==> src/rtl/int_to_fp_pipe.sv <==
// int_to_fp_pipe: handshaked integer to floating-point converter.
// One operand at a time walks IDLE -> NORM -> RND -> OUT, one state per cycle.
// Optional feature macro INT_TO_FP_RM_EN: when defined the rm port selects the
// rounding mode; when undefined rm is ignored and every conversion uses RNE.
//
// Handshake: a transfer happens on a rising clk edge where valid && ready are
// both 1. in_ready is high only in IDLE (and never during or directly out of
// reset); out_valid is high only in OUT, and fp/inexact/overflow stay constant
// from the rise of out_valid until the output transfer completes.
module int_to_fp_pipe #(
  parameter int int_size      = 32,
  parameter int exponent_size = 8,
  parameter int mantissa_size = 23,
  parameter int exp_bias      = (1 << (exponent_size - 1)) - 1
) (
  input  logic                                 clk,
  input  logic                                 reset,
  input  logic                                 in_valid,
  output logic                                 in_ready,
  input  logic [int_size-1:0]                  int_data,
  input  logic                                 is_signed,
  input  logic [1:0]                           rm,
  output logic                                 out_valid,
  input  logic                                 out_ready,
  output logic [exponent_size+mantissa_size:0] fp,
  output logic                                 inexact,
  output logic                                 overflow,
  output logic [1:0]                           state_dbg
);

  // Exponent math is one bit wider than the field so overflow cannot wrap.
  localparam int ew = exponent_size + 1;
  localparam int pw = $clog2(int_size);
  // Normalised value below the leading one, padded so fraction, guard and
  // sticky always exist even when no bits are discarded.
  localparam int xw = int_size + mantissa_size + 1;
  localparam int fw = exponent_size + mantissa_size + 1;

  typedef enum logic [1:0] {
    IDLE = 2'd0,
    NORM = 2'd1,
    RND  = 2'd2,
    OUT  = 2'd3
  } state_t;

  state_t state, state_nxt;

  logic                alive;
  logic                accept;
  logic                acc_sign;
  logic [int_size-1:0] acc_mag;
  logic                sign_q;
  logic [int_size-1:0] mag_q;
  logic [int_size-1:0] norm_q;
  logic [ew-1:0]       e_q;
  logic [1:0]          mode;

  logic [pw-1:0]          lead;
  logic [pw-1:0]          sh;
  logic [int_size-1:0]    norm_c;
  logic [ew-1:0]          e_c;
  logic                   zero;
  logic [xw-1:0]          ext;
  logic [mantissa_size-1:0] frac;
  logic                   guard;
  logic                   sticky;
  logic                   rnd_up;
  logic [mantissa_size:0] frac_sum;
  logic [ew-1:0]          e_r;
  logic                   ovf_c;
  logic                   to_inf;
  logic [fw-1:0]          fp_c;
  logic                   inexact_c;

`ifdef INT_TO_FP_RM_EN
  logic [1:0] rm_q;
  // Rounding mode travels with the operand it was presented with.
  always_ff @(posedge clk or negedge reset) begin
    if (!reset) rm_q <= 2'b00;
    else if (accept) rm_q <= rm;
  end
  assign mode = rm_q;
`else
  logic unused_rm;
  assign unused_rm = ^rm;
  assign mode      = 2'b00;
`endif

  assign in_ready  = alive && (state == IDLE);
  assign out_valid = (state == OUT);
  assign accept    = in_valid && in_ready;
  assign state_dbg = state;

  // Holds in_ready low until the first edge after reset is released.
  always_ff @(posedge clk or negedge reset) begin
    if (!reset) alive <= 1'b0;
    else        alive <= 1'b1;
  end

  // State register.
  always_ff @(posedge clk or negedge reset) begin
    if (!reset) state <= IDLE;
    else        state <= state_nxt;
  end

  // Next-state logic: fixed three-cycle walk, then wait for the consumer.
  always_comb begin
    state_nxt = state;
    case (state)
      IDLE:    if (accept) state_nxt = NORM;
      NORM:    state_nxt = RND;
      RND:     state_nxt = OUT;
      OUT:     if (out_ready) state_nxt = IDLE;
      default: state_nxt = IDLE;
    endcase
  end

  // Capture: sign and unsigned magnitude (most-negative maps to 2^(n-1)).
  always_comb begin
    acc_sign = is_signed & int_data[int_size-1];
    acc_mag  = acc_sign ? (~int_data) + int_size'(1) : int_data;
  end

  // Normalise: priority-encode the leading one and shift it to the MSB.
  always_comb begin
    lead = '0;
    for (int i = 0; i < int_size; i++) begin
      if (mag_q[i]) lead = pw'(i);
    end
    sh     = pw'(int_size - 1) - lead;
    norm_c = mag_q << sh;
    e_c    = ew'(exp_bias) + ew'(lead);
  end

  // Round: a zero operand is recognised by the missing leading one.
  always_comb begin
    zero   = ~norm_q[int_size-1];
    ext    = {norm_q[int_size-2:0], {(mantissa_size + 2){1'b0}}};
    frac   = ext[xw-1 -: mantissa_size];
    guard  = ext[xw-1-mantissa_size];
    sticky = |ext[xw-2-mantissa_size:0];
    case (mode)
      2'b00:   rnd_up = guard & (sticky | frac[0]);
      2'b01:   rnd_up = 1'b0;
      2'b10:   rnd_up = sign_q & (guard | sticky);
      default: rnd_up = ~sign_q & (guard | sticky);
    endcase
    frac_sum = {1'b0, frac} + (mantissa_size + 1)'(rnd_up);
    e_r      = frac_sum[mantissa_size] ? e_q + ew'(1) : e_q;
    ovf_c    = ~zero & (e_r >= ew'((1 << exponent_size) - 1));
    to_inf   = (mode == 2'b00) | ((mode == 2'b11) & ~sign_q) | ((mode == 2'b10) & sign_q);
    if (zero) begin
      fp_c      = '0;
      inexact_c = 1'b0;
    end else if (ovf_c) begin
      fp_c      = to_inf ? {sign_q, {exponent_size{1'b1}}, {mantissa_size{1'b0}}}
                         : {sign_q, {(exponent_size - 1){1'b1}}, 1'b0, {mantissa_size{1'b1}}};
      inexact_c = 1'b1;
    end else begin
      fp_c      = {sign_q, e_r[exponent_size-1:0], frac_sum[mantissa_size-1:0]};
      inexact_c = guard | sticky;
    end
  end

  // Datapath registers, each loaded in the state that produces it.
  always_ff @(posedge clk or negedge reset) begin
    if (!reset) begin
      sign_q   <= 1'b0;
      mag_q    <= '0;
      norm_q   <= '0;
      e_q      <= '0;
      fp       <= '0;
      inexact  <= 1'b0;
      overflow <= 1'b0;
    end else begin
      case (state)
        IDLE: if (accept) begin
          sign_q <= acc_sign;
          mag_q  <= acc_mag;
        end
        NORM: begin
          norm_q <= norm_c;
          e_q    <= e_c;
        end
        RND: begin
          fp       <= fp_c;
          inexact  <= inexact_c;
          overflow <= ovf_c;
        end
        default: ;
      endcase
    end
  end

endmodule

==> config.mk <==
export PLATFORM = sky130hd
export DESIGN_NAME = int_to_fp_pipe
export DESIGN_NICKNAME = d
export VERILOG_FILES = /design/src/rtl/int_to_fp_pipe.sv
export SDC_FILE = /design/constraint.sdc
export NUM_CORES = 1
export LEC_CHECK = 0
export CAP_MARGIN = 20
export CORE_AREA = 3 3 122 124
export DETAILED_ROUTE_END_ITERATION = 7
export DIE_AREA = 0 0 125 127
export PLACE_DENSITY_LB_ADDON = 0.25
export SLEW_MARGIN = 40
export SYNTH_ARGS = -nofsm -noshare
export SYNTH_HDL_FRONTEND = slang
export SYNTH_SLANG_ARGS = --single-unit
==> constraint.sdc <==
create_clock -name clk -period 4.6 [get_ports clk]
set_clock_uncertainty 0.05 [all_clocks]
set_input_delay 0.92 -clock clk [delete_from_list [all_inputs] [get_ports clk]]
set_output_delay 0.92 -clock clk [all_outputs]
set_load 0.01 [all_outputs]
==> flow_summary_export.csv, run 1 <==
group,metric,value,unit
logic_synthesis,synthesis.area,7611,um2
timing,fin_crit,3.594,ns
floorplan,core-area,13880,um2
drt,detail_route.iter0.violations,548,
layout,diodes,0,
setup_path,worstPathRequired,4.79,ns
min_path,hold_start,"fp[26]",
grt,antenna_found_initial,0,
clock_tree,cts_setup_buffers,0,
setup_path,worstPathMaxFanout,21,
timing,final_max_slew_viol_count,0,
drt,viasPerCell,6.171,
layout,regArea,2753,um2
clock_tree,root_buffer,"clkbuf_16",
timing,setup_viol,0,
min_path,hp-class,"flop to flop",
drt,ant_nets,0,
setup_path,reg2reg_depth,9,
job,cap_violations,0,
setup_path,crit_end,"norm_q[30]",
timing,relSlewSlack,48.08,%
timing,hold_violations,0,
timing,min_period_over_period,78.13,%
logic_synthesis,synth_edf_count,0,
logic_synthesis,yosysSeqAreaShare,36.17,%
grt,grt_overflow,0,
layout,area_growth,14.07,%
clock_tree,insertion_delay,0.35,ns
clock_tree,htreeDepth,3,
layout,nNetsFinal,938,
layout,layout-drive-gt1-share,6.369,%
layout,multiInputGateArea,4474,um2
power_and_ir_drop,powerDensity,815.9,nW/um2
grt,first_global_vias,6338,
drt,dr.pass1.iters,5,
logic_synthesis,syn_nets,899,
logic_synthesis,ys_types,72,
timing,fin_tns_setup,0,ns
logic_synthesis,synth_area_per_cell,8.944,um2
timing,setup_ws,1.006,ns
grt,grt_pass1_wl,32260,um
placed_design,io_buffers,74,
power_and_ir_drop,peakVddDrop,0.4360,mV
setup_path,r2r_start,"mag_q[23]",
placed_design,place_ws,0.6449,ns
floorplan,die_y,127,um
logic_synthesis,ys.warnings.count,0,
placed_design,dp_hpwl,14940,um
timing,max_freq,278.3,MHz
floorplan,fp.dieW,125,um
logic_synthesis,synth_async_sr_flop_share,100.0,%
floorplan,ioPinCount,77,
setup_path,r2r_end,"norm_q[30]",
drt,vias,6634,
floorplan,die_area,15880,um2
setup_path,worstSetupStartpointType,"flop",
timing,worst_slew_pin_slew,0.7729,ns
setup_path,worstSetupPathType,"flop to flop",
logic_synthesis,synth-main-ff-cell,"dfrtp_1",
power_and_ir_drop,p_leak,3.574,nW
grt,track_usage,24.69,%
drt,drc,0,
layout,final_cell_mix,"dfrtp_1 (110), nand2_1 (85), mux2i_1 (78)",
setup_path,rrSetupSlack,1.01,ns
floorplan,start_util,54.83,%
clock_tree,cts_tree,"yes",
logic_synthesis,ys_ff_latch,110,
clock_tree,numCtsBuffers,9,
outcome,status,"complete, no violations",
logic_synthesis,syn_inst,851,
floorplan,rows,43,
drt,wl,19590,um
placed_design,globalplace.congestion,0.9650,
setup_path,end_kind,"flop",
clock_tree,clock_path_buffers,2,
setup_path,worstPathArrival,3.78,ns
clock_tree,cts_sinks,110,
clock_tree,clk_pin_slew,0.08,ns
drt,wl_per_cell,18.22,um
grt,grt_max_degree,80,
layout,layout_commonest_cell,"dfrtp_1",
clock_tree,hold_buffers,0,
clock_tree,cts_resized,0,
layout,nFillCells,1202,
timing,grt_setup_unrepaired,"false",
setup_path,crit_start,"mag_q[23]",
==> through the flow <==
stage	total power (W)	cells	cell area (um2)	util [%]	hold slack [ns]
after global placement	0.006173	1058	8387	60.42	0.4121
after global routing	0.007598	1075	8682	62.55	0.4532
after detailed placement	0.006297	1059	8406	60.56	0.4202
after CTS	0.007061	1075	8680	62.53	0.4384
after floorplan	0.004947	851	7611	-	0.3998
final	0.007084	1075	8682	62.55	0.4311
==> critical path, stage by stage (launching register included) <==
cell and delay [ns]:
dfrtp_1 0.48, or4_1 0.58, o21ai_0 0.31, o21a_1 0.55, buf_4 0.41, mux2i_1 0.29
mux2i_1 0.14, mux2i_1 0.25, a211oi_1 0.12, a221o_1 0.29
==> registers in the layout (all words and copies together), names as in the netlist <==
name,cells
alive,1
mag_q,32
e_q,8
fp,32
norm_q,32
overflow,1
inexact,1
sign_q,1
state_dbg,2
==> cells in the mapped netlist, types with 13 or more instances <==
library cell / instances / area share, %
inv_1: 28 / 1.4
o21ai_0: 58 / 3.8
xnor2_1: 33 / 3.8
nor4_1: 14 / 1.2
nor3_1: 15 / 0.99
mux2i_1: 78 / 10
nand3_1: 21 / 1.4
clkbuf_1: 36 / 1.8
dfrtp_1: 110 / 36
nor2_1: 72 / 3.6
mux2_2: 16 / 2.4
o2bb2ai_1: 35 / 4.0
xor2_1: 23 / 2.6
nand2_1: 85 / 4.2
a21oi_1: 31 / 2.0
a211oi_1: 13 / 1.3
==> power by group <==
| part | leakage [nW] | internal, W | switching (W) |
|---|---|---|---|
| Clock | 0.132 | 0.000375 | 0.000366 |
| Sequential | 1.36 | 0.00139 | 0.000553 |
| Combinational | 2.08 | 0.00191 | 0.00249 |
==> worst min path at each step <==
stage / cells past startpoint / endpoint
2_1_floorplan: 2 / sign_q
3_3_place_gp: 1 / fp[23]
3_5_place_dp: 1 / fp[26]
4_1_cts: 1 / fp[26]
5_1_grt: 1 / norm_q[3]
6_report: 1 / fp[26]
==> cells by family after synthesis <==
logic type	Yosys count	share of synthesized area, %
AO/OA/AOI/OAI	223	20.48
multiplexers	94	12.63
XOR/XNOR	56	6.444
adder cells (fa/ha/maj)	9	1.480
other	1	0.04927
flip-flops	110	36.17
AND/OR/NAND/NOR	270	17.52
buffers and inverters	88	5.228
==> layout make-up <==
type / instances / area share, %
Clock buffer: 11 / 2.680
Sequential cell: 110 / 31.70
Tap cell: 180 / 2.594
Clock inverter: 5 / 0.4756
Multi-Input combinational cell: 653 / 51.53
Inverter: 29 / 1.254
Timing Repair Buffer: 87 / 9.756
==> metal layers <==
metal,share of wire [%],GRT usage [%],vias up
met5,0,0,-
met4,2.3,8.227,0
met3,4.5,3.177,30
met2,49,42.39,196
met1,45,32.60,3213
li1,-,-,3195
Note: power is estimated with default switching activity, not from simulation.
==> run 2: changes to the inputs <==
Settings changed: CORE_AREA 3 3 122 124 to 3 3 124 126, DIE_AREA 0 0 125 127 to 0 0 127 129.
Clock period 4.6 ns to 3.2 ns, I/O delays scaled along.
==> flow_summary_export.csv, run 2 (synthesized netlist as in run 1, its figures left out) <==
group,metric,value,unit
clock_tree,insertion_delay,0.36,ns
clock_tree,root_buffer,"clkbuf_16",
layout,layout_commonest_cell,"dfrtp_1",
grt,grt_pass1_wl,32710,um
power_and_ir_drop,power,0.01079,W
floorplan,die_y,129,um
clock_tree,cts_tree,"yes",
layout,layout-drive-gt1-share,13.32,%
floorplan,ioPinCount,77,
grt,first_global_vias,6444,
placed_design,place_ws,-0.02628,ns
clock_tree,hold_buffers,0,
floorplan,die_area,16380,um2
layout,diodes,0,
setup_path,reg2reg_depth,13,
setup_path,worstPathArrival,3.33,ns
grt,track_usage,24.65,%
drt,ant_nets,0,
setup_path,worstPathMaxFanout,7,
floorplan,start_util,52.77,%
setup_path,crit_chain,"nor4_1, nand2_1, o21a_1, ha_2, nand2_1, or3_4, nor4_4, buf_4, and3b_2, o211ai_1, or4_4, buf_6, a32o_1",
setup_path,crit_top_cell,"nand2_1",
setup_path,cpMaxStageDelayCell,"or4_4",
placed_design,place_inst,1127,
setup_path,worstSetupStartpointType,"flop",
layout,nNetsFinal,1006,
grt,grt_overflow,0,
timing,max_freq,320.2,MHz
layout,area_growth,22.09,%
setup_path,r2r_start,"norm_q[5]",
placed_design,placed_area,8949,um2
setup_path,slowest_delay,0.65,ns
grt,antenna_found_initial,0,
timing,worst_slew_pin_slew,0.6431,ns
layout,nFillCells,1248,
floorplan,core-area,14420,um2
drt,vias,6797,
timing,final_max_slew_viol_count,0,
layout,final_cell_mix,"dfrtp_1 (110), nand2_1 (84), mux2i_1 (77)",
clock_tree,htreeDepth,3,
outcome,status,"complete, no violations",
clock_tree,numCtsBuffers,9,
timing,fin_crit,3.123,ns
layout,finalNonFillerCells,1145,
drt,wl_per_cell,17.55,um
power_and_ir_drop,p_leak,3.942,nW
placed_design,io_buffers,74,
setup_path,worstSetupPathType,"flop to flop",
layout,design_area,9293,um2
timing,setup_ws,0.07670,ns
power_and_ir_drop,peakVddDrop,0.5521,mV
setup_path,worstPathRequired,3.40,ns
power_and_ir_drop,powerDensity,1161,nW/um2
layout,final_util,64.43,%
timing,min_period_over_period,97.60,%
setup_path,path_buf_inv,2,
clock_tree,clk_pin_slew,0.07,ns
drt,wl,20100,um
floorplan,rows,44,
timing,setup_viol,0,
floorplan,fp.dieW,127,um
job,cap_violations,0,
timing,hold_violations,0,
min_path,hp-class,"primary input to async pin",
setup_path,end_kind,"flop",
drt,dr.pass1.iters,5,
clock_tree,cts_sinks,110,
setup_path,rrSetupSlack,0.08,ns
clock_tree,clock_path_buffers,2,
placed_design,dp_hpwl,14920,um
placed_design,globalplace.congestion,0.9444,
layout,reg_top3,"fp (32), mag_q (32), norm_q (32)",
setup_path,cp.depth,13,
drt,viasPerCell,5.936,
drt,detail_route.iter0.violations,531,
setup_path,r2r_end,"fp[1]",
timing,relSlewSlack,57.12,%
drt,drc,0,
grt,grt_max_degree,61,
setup_path,crit_family,"simple AND/OR/NAND/NOR gates",
## run 2: per-stage QoR
step | setup TNS (ns) | hold slack [ns]
finish | 0 | 0.2438
global route | -0.01524 | 0.2992
CTS | 0 | 0.2599
detailed placement | -0.2061 | 0.4127
global placement | -0.01111 | 0.4135
floorplan | 0 | 0.2944
## run 2: repair_timing
action / CTS / global route
setup buffers: 0 / 3
endpoints found under the setup margin: 21 / 24
gates resized for setup: 1 / 7
gates cloned: 1 / 0
pin swaps: 1 / 4
## run 2: cell type report
class	count	area (um2)	share of cell area, %
clock buffer	10	229.0	2.464
clock inverter	4	48.80	0.5251
tap	184	230.2	2.477
timing repair buffer	154	1409	15.16
sequential	110	2753	29.62
inverter	29	108.9	1.171
multi-input combinational	654	4514	48.58
## run 2: worst max path at each step
stage | from | end
after floorplan | norm_q[1] | fp[10]
after CTS | mag_q[7] | norm_q[24]
after detailed placement | norm_q[2] | fp[12]
after global placement | int_data[0] | mag_q[28]
after global routing | norm_q[6] | fp[23]
final | norm_q[5] | fp[1]
## run 2: where the power goes
group	total, W	internal, W	switching (W)
sequential	0.00261	0.00200	0.000615
clock	0.00112	0.000600	0.000518
combinational	0.00706	0.00325	0.00381
## run 2: per-layer routing
| layer | vias to the layer above | GRT usage (%) | wire length (um) |
|---|---|---|---|
| met5 | - | 0 | 0 |
| met1 | 3214 | 31.14 | 8860 |
| met4 | 0 | 10.98 | 658 |
| met2 | 202 | 42.43 | 9736 |
| li1 | 3336 | - | - |
| met3 | 45 | 3.196 | 841 |
